==> config.mk <==
export PLATFORM = sky130hd
export DESIGN_NAME = change_fifo
export DESIGN_NICKNAME = d
export VERILOG_FILES = /design/src/rtl/change_fifo.sv
export SDC_FILE = /design/constraint.sdc
export NUM_CORES = 1
export LEC_CHECK = 0
export ABC_CLOCK_PERIOD_IN_PS = 15550
export CELL_PAD_IN_SITES_DETAIL_PLACEMENT = 1
export CELL_PAD_IN_SITES_GLOBAL_PLACEMENT = 2
export CORE_ASPECT_RATIO = 1.5
export CORE_MARGIN = 5
export CORE_UTILIZATION = 45
export DETAILED_ROUTE_END_ITERATION = 12
export PLACE_DENSITY = 0.88
export SLEW_MARGIN = 20
export SYNTH_ARGS = -nofsm -noshare
export SYNTH_HDL_FRONTEND = slang
export SYNTH_SLANG_ARGS = --single-unit
==> constraint.sdc <==
create_clock -name clk -period 15.55 [get_ports clk]
set_input_delay 3.8875 -clock clk [delete_from_list [all_inputs] [get_ports clk]]
set_output_delay 3.8875 -clock clk [all_outputs]
set_load 0.01 [all_outputs]
==> src/rtl/change_fifo.sv <==
// change_fifo
//
// Byte-granular elastic FIFO used to re-frame a byte stream. Each cycle a
// producer may push 0..4 bytes and a consumer may pop 0..4 bytes, so the two
// sides can work in different chunk sizes. Byte order is MSB-first on both
// ports: bits [31:24] hold the oldest byte of a word.
//
// Ports
//   clk         rising-edge clock for all logic
//   rst_n       synchronous reset, ACTIVE-HIGH despite the name (1 = reset)
//   Din         write word, valid bytes MSB-aligned
//   Din_index   number of bytes to push (values above 4 behave as 4)
//   wr_en       write strobe
//   Dout_index  number of bytes requested (values above 4 behave as 4)
//   rd_en       read strobe
//   Dout        popped bytes, MSB-aligned, unused low bytes zero (registered)
//   index       number of valid bytes in Dout, 0 means nothing valid (registered)
//
// A write that would overflow the FIFO, taking into account the bytes popped in
// the same cycle, is dropped as a whole. A read never returns bytes written in
// the same cycle.

module change_fifo #(
  parameter int DEPTH = 16
) (
  input  logic        clk,
  input  logic        rst_n,
  input  logic [31:0] Din,
  input  logic [3:0]  Din_index,
  input  logic        wr_en,
  input  logic [3:0]  Dout_index,
  input  logic        rd_en,
  output logic [31:0] Dout,
  output logic [3:0]  index
);

  localparam int PW = $clog2(DEPTH);
  localparam int CW = PW + 1;

  logic [7:0]    mem [DEPTH];
  logic [PW-1:0] rd_ptr;
  logic [PW-1:0] wr_ptr;
  logic [CW-1:0] count;

  logic [2:0]    wr_req;
  logic [2:0]    rd_req;
  logic [2:0]    n_rd;
  logic [2:0]    n_wr;
  logic          wr_ok;
  logic [CW-1:0] count_after_rd;
  logic [31:0]   dout_next;

  // Clamp requested sizes to 4 and limit the read to what is already stored.
  // The write is judged against the occupancy left after this cycle's read;
  // DEPTH >= 8 keeps count + 4 inside the count width.
  always_comb begin
    wr_req = (Din_index  > 4'd4) ? 3'd4 : Din_index[2:0];
    rd_req = (Dout_index > 4'd4) ? 3'd4 : Dout_index[2:0];
    n_rd   = 3'd0;
    if (rd_en) begin
      n_rd = (CW'(rd_req) > count) ? count[2:0] : rd_req;
    end
    n_wr           = wr_en ? wr_req : 3'd0;
    count_after_rd = count - CW'(n_rd);
    wr_ok          = (n_wr != 3'd0) && ((count_after_rd + CW'(n_wr)) <= CW'(DEPTH));
  end

  // Gather the bytes being popped, oldest into the top byte lane. Pointer
  // arithmetic is done at pointer width so accesses across the end of the
  // array wrap naturally.
  always_comb begin
    dout_next = 32'd0;
    for (int k = 0; k < 4; k++) begin
      if (3'(k) < n_rd) begin
        dout_next[8*(3-k) +: 8] = mem[rd_ptr + PW'(k)];
      end
    end
  end

  // Pointer, occupancy and output registers. Strobes are ignored while reset
  // is asserted.
  always_ff @(posedge clk) begin
    if (rst_n) begin
      rd_ptr <= '0;
      wr_ptr <= '0;
      count  <= '0;
      Dout   <= 32'd0;
      index  <= 4'd0;
    end else begin
      Dout   <= dout_next;
      index  <= {1'b0, n_rd};
      rd_ptr <= rd_ptr + PW'(n_rd);
      if (wr_ok) begin
        wr_ptr <= wr_ptr + PW'(n_wr);
        count  <= count_after_rd + CW'(n_wr);
      end else begin
        count  <= count_after_rd;
      end
    end
  end

  // Byte storage; contents are not reset.
  always_ff @(posedge clk) begin
    if (!rst_n && wr_ok) begin
      for (int k = 0; k < 4; k++) begin
        if (3'(k) < n_wr) begin
          mem[wr_ptr + PW'(k)] <= Din[8*(3-k) +: 8];
        end
      end
    end
  end

endmodule

==> results_dict.tcl, run 1 <==
set metrics [dict create \
    outcome "completed" \
    power.net_switching_mw 1.12 \
    grtUsageTotal 0.350 \
    numCtsBuffers 17 \
    rrSetupSlack_ns 8.34 \
    clockBufferDepth 2 \
    grt_pass1_vias 13300 \
    ir_worst_vdd_uv 145 \
    synth_commonest_cells "mux4_2 (148), edfxtp_1 (128), nand2_1 (120)" \
    async_reset_ff_frac 0 \
    synth_xor_area_frac 0.0114 \
    antenna_found_initial 0 \
    chipWidth_um 157 \
    cts_tree "built" \
    synth_fp_nets 1384 \
    maxSlewHeadroom 0.197 \
    maxSlewViolCount 0 \
    dp_hpwl_um 46600 \
    combPwrFrac 0.556 \
    viasPerCell 7.79 \
    fp.dieH_um 230 \
    yosys-top-cells-area "edfxtp_1 (27%), mux4_2 (23%), dfxtp_1 (6.6%), o22ai_1 (4.2%), mux2i_1 (3.4%)" \
    cts_root_buf "clkbuf_16" \
    yosysWarnings 0 \
    firstDrtPassIters 5 \
    syn_area_per_cell_um2 11.0 \
    grt_pass1_wl_um 92300 \
    ios 80 \
    nets 1379 \
    switching_share 0.444 \
    hold_path_class "register to register" \
    yosysUniqueCellTypes 62 \
    routed_wl_um 63500 \
    clkPwrFrac 0.180 \
    synth_fa_ha_area_frac 0.0236 \
    p_int_mw 1.41 \
    synth_top_family_by_area "multiplexers" \
    core_area_mm2 0.0318 \
    crit_fanout 91 \
    synth_compound_area_frac 0.215 \
    crit_arrival_ns 11.00 \
    cts_setup_buffers 0 \
    drive_gt1_frac 0.235 \
    r2r_start "count[1]" \
    skew_ns 0.0163 \
    synth_mux_area_frac 0.287 \
    initial_core_util 0.455 \
    hold_viol 0 \
    synth_most_common_cell "mux4_2" \
    cts_resized 0 \
    min_period_ns 10.92 \
    gp_congestion 0.988 \
    r2r-end "mem[6][0]" \
    grt_max_degree 92 \
    p_total_mw 2.53 \
    antenna_left 0 \
    num-fill-cells 3349 \
    required_ns 15.63 \
    register_area_mm2 0.00481 \
    timing.fmax_mhz 91.6 \
    crit_start "Dout_index[3]" \
    dieArea_mm2 0.0360 \
    synth_top_area_cell "edfxtp_1" \
    leakagePower_nw 5.44 \
    io_buffer_count 78 \
    yosys.area_share.simple 0.0830 \
    cts_hold_buffers 0 \
    multi_input_area_mm2 0.00904 \
    period_share 0.702 \
    endpoint "mem[6][0]" \
    drt-wirelength-per-cell_um 36.6 \
    ys.flop_type "edfxtp_1" \
    clkTransAtPathRegs_ns 0.08 \
    final-setup-viol-count 0 \
    path_class "primary input to register" \
    synth_edf_count 128 \
    syn_area_mm2 0.0145 \
    cp-end-kind "register" \
    drv_cap 0 \
    pwr_density_cell_mw_per_mm2 156 \
    row_count 80 \
    yosysSeqAreaShare 0.331 \
    p_seq_frac 0.264 \
    reg2reg_depth 18 \
    syn_to_final_growth_pct 12.1 \
    cts_sinks 176 \
    overflow 0 \
    critPathLaunchType "primary input" \
    drc 0 \
    htreeDepth 4 \
    via_count 13500 \
    rsz0062_at_grt "false" \
    tns_ns 0 \
    synth.ff_latch_count 176 \
    syn_inst 1315 \
    synth_top_area_frac 0.265 \
    worstMarginPinSlew_ns 1.20 \
    drtIter0Drc 1978 \
    clock_latency_ns 0.45 \
]
[power groups by stage]
stage | clock (mW) | combinational (mW) | sequential (mW)
3_5_place_dp | 0 | 1.35 | 0.685
4_1_cts | 0.454 | 1.35 | 0.675
5_1_grt | 0.482 | 1.45 | 0.673
6_report | 0.455 | 1.40 | 0.668
2_1_floorplan | 0 | 0.963 | 0.635
3_3_place_gp | 0 | 1.30 | 0.674
[layout by cell type, fill, tap and decap left out, drive strengths merged, types with 10 or more instances in the layout]
cell type / netlist / final
clkdlybuf4s50: 0 / 78
o221a: 15 / 15
nor2b: 29 / 29
a22oi: 42 / 42
o22ai: 98 / 98
dfxtp: 48 / 48
o21ai: 66 / 66
a211oi: 10 / 10
inv: 22 / 28
nor2: 42 / 42
nand2b: 14 / 14
ha: 21 / 21
mux2i: 49 / 49
mux4: 148 / 148
nand2: 120 / 120
o32a: 16 / 16
nand3: 16 / 16
a21o: 30 / 30
mux2: 30 / 30
a21oi: 60 / 60
edfxtp: 128 / 128
o32ai: 33 / 33
a2bb2oi: 17 / 17
buf: 69 / 53
clkbuf: 86 / 18
[sequential cells by signal (all words and copies together) (netlist names)]
signal,count
mem,128
count,5
Dout,32
wr_ptr,4
index,3
rd_ptr,4
[how the worst min path moves through the flow]
stage	end	from	slack [ns]	cells past startpoint
4_1_cts	wr_ptr[1]	wr_ptr[1]	0.68	2
5_1_grt	count[0]	count[0]	0.73	3
6_report	wr_ptr[1]	wr_ptr[1]	0.69	2
3_3_place_gp	wr_ptr[1]	wr_ptr[1]	0.66	2
3_5_place_dp	wr_ptr[1]	wr_ptr[1]	0.67	2
2_1_floorplan	rd_ptr[0]	rd_ptr[0]	0.59	2
[layout make-up]
cell class | count | share of cell area
Inverter | 22 | 0.00508
Clock inverter | 14 | 0.0107
Timing Repair Buffer | 131 | 0.0738
Antenna cell | 1 | 0.000154
Tap cell | 410 | 0.0316
Multi-Input combinational cell | 962 | 0.556
Clock buffer | 18 | 0.0264
Sequential cell | 176 | 0.296
[worst max-delay path: stages]
cell	delay, ns
clkdlybuf4s50_1	0.40
nor2_1	0.21
and2_1	0.19
ha_1	0.24
a311o_1	0.32
a21oi_1	0.27
mux2_2	0.42
nand2_1	0.14
inv_1	0.13
fa_1	0.59
inv_1	0.09
fa_1	0.45
a21oi_1	0.25
nor2b_1	0.08
mux2i_1	0.38
a32oi_4	0.29
nand2_4	0.63
buf_4	0.83
nand3_1	0.56
o211ai_1	0.56
[routing by layer]
metal | vias up | share of wire | GRT usage
met1 | 6674 | 0.34 | 0.421
met2 | 1155 | 0.47 | 0.561
met4 | 0 | 0.096 | 0.245
met3 | 365 | 0.10 | 0.0679
li1 | 5313 | - | -
met5 | - | 0 | 0
[cell families after synthesis]
| group | count (synthesis) |
|---|---|
| AOI/OAI and AO/OA | 432 |
| xor gates and xnor gates | 18 |
| adders and majority gates | 25 |
| buffers and inverters | 177 |
| DFF | 176 |
| muxes | 227 |
| other | 1 |
| and+or+nand+nor | 259 |
[stage by stage]
step                instance area [um^2]  setup slack, ns  hold slack, ns  std cells   util
finish                             16200             4.63           0.688       1734  0.510
global placement                   15600             4.75           0.656       1700  0.490
floorplan                          14500             6.05           0.586       1315      -
CTS                                16200             4.80           0.683       1732  0.509
global route                       16200             4.29           0.734       1733  0.510
detailed placement                 15600             4.35           0.672       1700  0.490
No activity file was read; power rests on OpenSTA's default activity.
==> inputs of run 2 (changes only) <==
- ABC_CLOCK_PERIOD_IN_PS: 15550 -> 10600
- CORE_UTILIZATION: 45 -> 42
- PLACE_DENSITY: 0.88 -> 0.82
- clock period: 15.55 -> 10.6 ns (I/O delays scaled with it)
==> run 2 against run 1 <==
Non-clock buffer count up 1. Utilization down 3.4 points. Largest power group unchanged. Critical endpoint is now mem[9][2]. Final cell count up 0.87%. Sequential power up 45%. Highest routed layer is now met5. Critical path depth unchanged. Largest cell class unchanged. Wire length down 0.78%.
==> results_dict.tcl, run 2 (synthesis results as in run 1) <==
set metrics [dict create \
    critPathSlowestCell "a32oi_4" \
    clkPwrFrac 0.180 \
    whs_path_depth 2 \
    viasPerCell 7.56 \
    min_period_ns 8.81 \
    diodes 0 \
    antenna_left 0 \
    timing.fmax_mhz 114 \
    critPathLaunchType "primary input" \
    postPlaceCellArea_mm2 0.0157 \
    gp_congestion 1.00 \
    cts_sinks 176 \
    clock_latency_ns 0.45 \
    grtUsageTotal 0.323 \
    drtIter0Drc 1669 \
    final_common_cell "mux4_2" \
    period_share 0.831 \
    wl_met2_um 29700 \
    fp.dieH_um 238 \
    largest_reg_flops 128 \
    drive_gt1_frac 0.235 \
    path_class "primary input to register" \
    reg2reg_depth 18 \
    worstMarginPinSlew_ns 1.28 \
    skew_ns 0.0140 \
    leakagePower_nw 5.44 \
    cp-end-kind "register" \
    p_seq_frac 0.264 \
    path_delay_family "compound AO/OA/AOI/OAI gates" \
    top_register "mem" \
    ios 80 \
    grt_pass1_wl_um 90900 \
    crit_chain "clkdlybuf4s50_1 -> nor2_1 -> and2_1 -> ha_1 -> a311o_1 -> a21oi_1 -> mux2_2 -> nand2b_1 -> inv_1 -> ha_1 -> fa_1 -> inv_1 -> fa_1 -> xor2_1 -> nor3_2 -> a32oi_4 -> nand2_4 -> buf_4 -> nand2_1 -> o211ai_1" \
    num-fill-cells 3604 \
    drv_cap 0 \
    dp_cells 1717 \
    ir_worst_vdd_uv 221 \
    row_count 83 \
    grt_max_degree 78 \
    chipWidth_um 162 \
    overflow 0 \
    via_count 13200 \
    dieArea_mm2 0.0384 \
    antenna_found_initial 2 \
    maxSlewHeadroom 0.147 \
    top_layer_used "met5" \
    slowest_delay_ns 0.80 \
    crit_arrival_ns 8.86 \
    stdcell_area_mm2 0.0163 \
    wl_met3_um 6450 \
    core_area_mm2 0.0342 \
    pwr_density_cell_mw_per_mm2 226 \
    maxSlewViolCount 0 \
    numCtsBuffers 17 \
    drc 0 \
    combPwrFrac 0.556 \
    crit_fanout 44 \
    nets 1380 \
    critical_path_depth 20 \
    syn_to_final_growth_pct 12.3 \
    clockBufferDepth 2 \
    top_regs "mem (128), Dout (32), count (5)" \
    grt_pass1_vias 12800 \
    switching_share 0.439 \
    hold_path_class "register to register" \
    final-setup-viol-count 0 \
    clkTransAtPathRegs_ns 0.08 \
    cts_tree "built" \
    outcome "completed" \
    io_buffer_count 78 \
    hold_viol 0 \
    finalWorstSetupSlack_ns 1.79 \
    fin_cells 1749 \
    power.net_switching_mw 1.62 \
    layout_common_cells "mux4_2 (148), edfxtp_1 (128), nand2_1 (119), o22ai_1 (98), clkdlybuf4s50_1 (78)" \
    cts_resized 0 \
    p_int_mw 2.07 \
    htreeDepth 4 \
    initial_core_util 0.424 \
    rsz0062_at_grt "false" \
    routed_wl_um 63000 \
    critPathBufInv 4 \
    required_ns 10.65 \
    cts_setup_buffers 0 \
    dpl_worst_slack_ns 1.32 \
    drt-wirelength-per-cell_um 36.0 \
    cts_root_buf "clkbuf_16" \
    cts_hold_buffers 0 \
    routedLengthMet1_um 21300 \
    tns_ns 0 \
    firstDrtPassIters 6 \
    p_total_mw 3.68 \
    dp_hpwl_um 46600 \
]
[run 2: routing by layer]
metal,track usage,vias up
met2,0.531,1046
met3,0.0635,306
met5,0,-
li1,-,5301
met1,0.384,6569
met4,0.211,4
[run 2: power groups by stage]
stage | Clock (mW) | Combinational, mW | Sequential, mW
after floorplan | 0 | 1.41 | 0.932
after CTS | 0.668 | 2.02 | 0.969
after global placement | 0 | 1.97 | 0.974
final | 0.664 | 2.05 | 0.971
after global routing | 0.703 | 2.13 | 0.979
after detailed placement | 0 | 2.01 | 0.984
[run 2: final timing paths]
kind | startpoint | to | slack (ns)
worst max-delay path | Dout_index[3] | mem[9][2] | 1.79
worst min-delay path | wr_ptr[1] | wr_ptr[1] | 0.72
worst max register to register | count[1] | mem[9][2] | 4.25
worst min register to register | wr_ptr[1] | wr_ptr[1] | 0.72
[run 2: per-stage QoR]
| stage | utilization | hold WS (ns) |
|---|---|---|
| finish | 0.477 | 0.719 |
| floorplan | - | 0.586 |
| global route | 0.477 | 0.763 |
| global placement | 0.459 | 0.686 |
| detailed placement | 0.459 | 0.702 |
| CTS | 0.476 | 0.712 |
[run 2: cell type report]
class	count	area (um^2)	area share
clock buffers	22	497	0.0305
clock inverters	10	108	0.00661
inverters	22	82.6	0.00507
multi-input cells	962	9060	0.556
flip-flops and latches	176	4810	0.295
well taps	425	532	0.0327
repair buffers	132	1200	0.0736
[run 2: worst register-to-register path, stage by stage, from the launching register on]
cell and delay (ns):
dfxtp_1 0.38, inv_1 0.10, ha_1 0.32, a311o_1 0.32, a21oi_1 0.29, mux2_2 0.21
nand2b_1 0.14, inv_1 0.11, ha_1 0.22, fa_1 0.52, inv_1 0.08, fa_1 0.43
xor2_1 0.25, nor3_2 0.10, a32oi_4 0.80, nand2_4 0.59, buf_4 0.43, nand2_1 0.28
o211ai_1 0.38
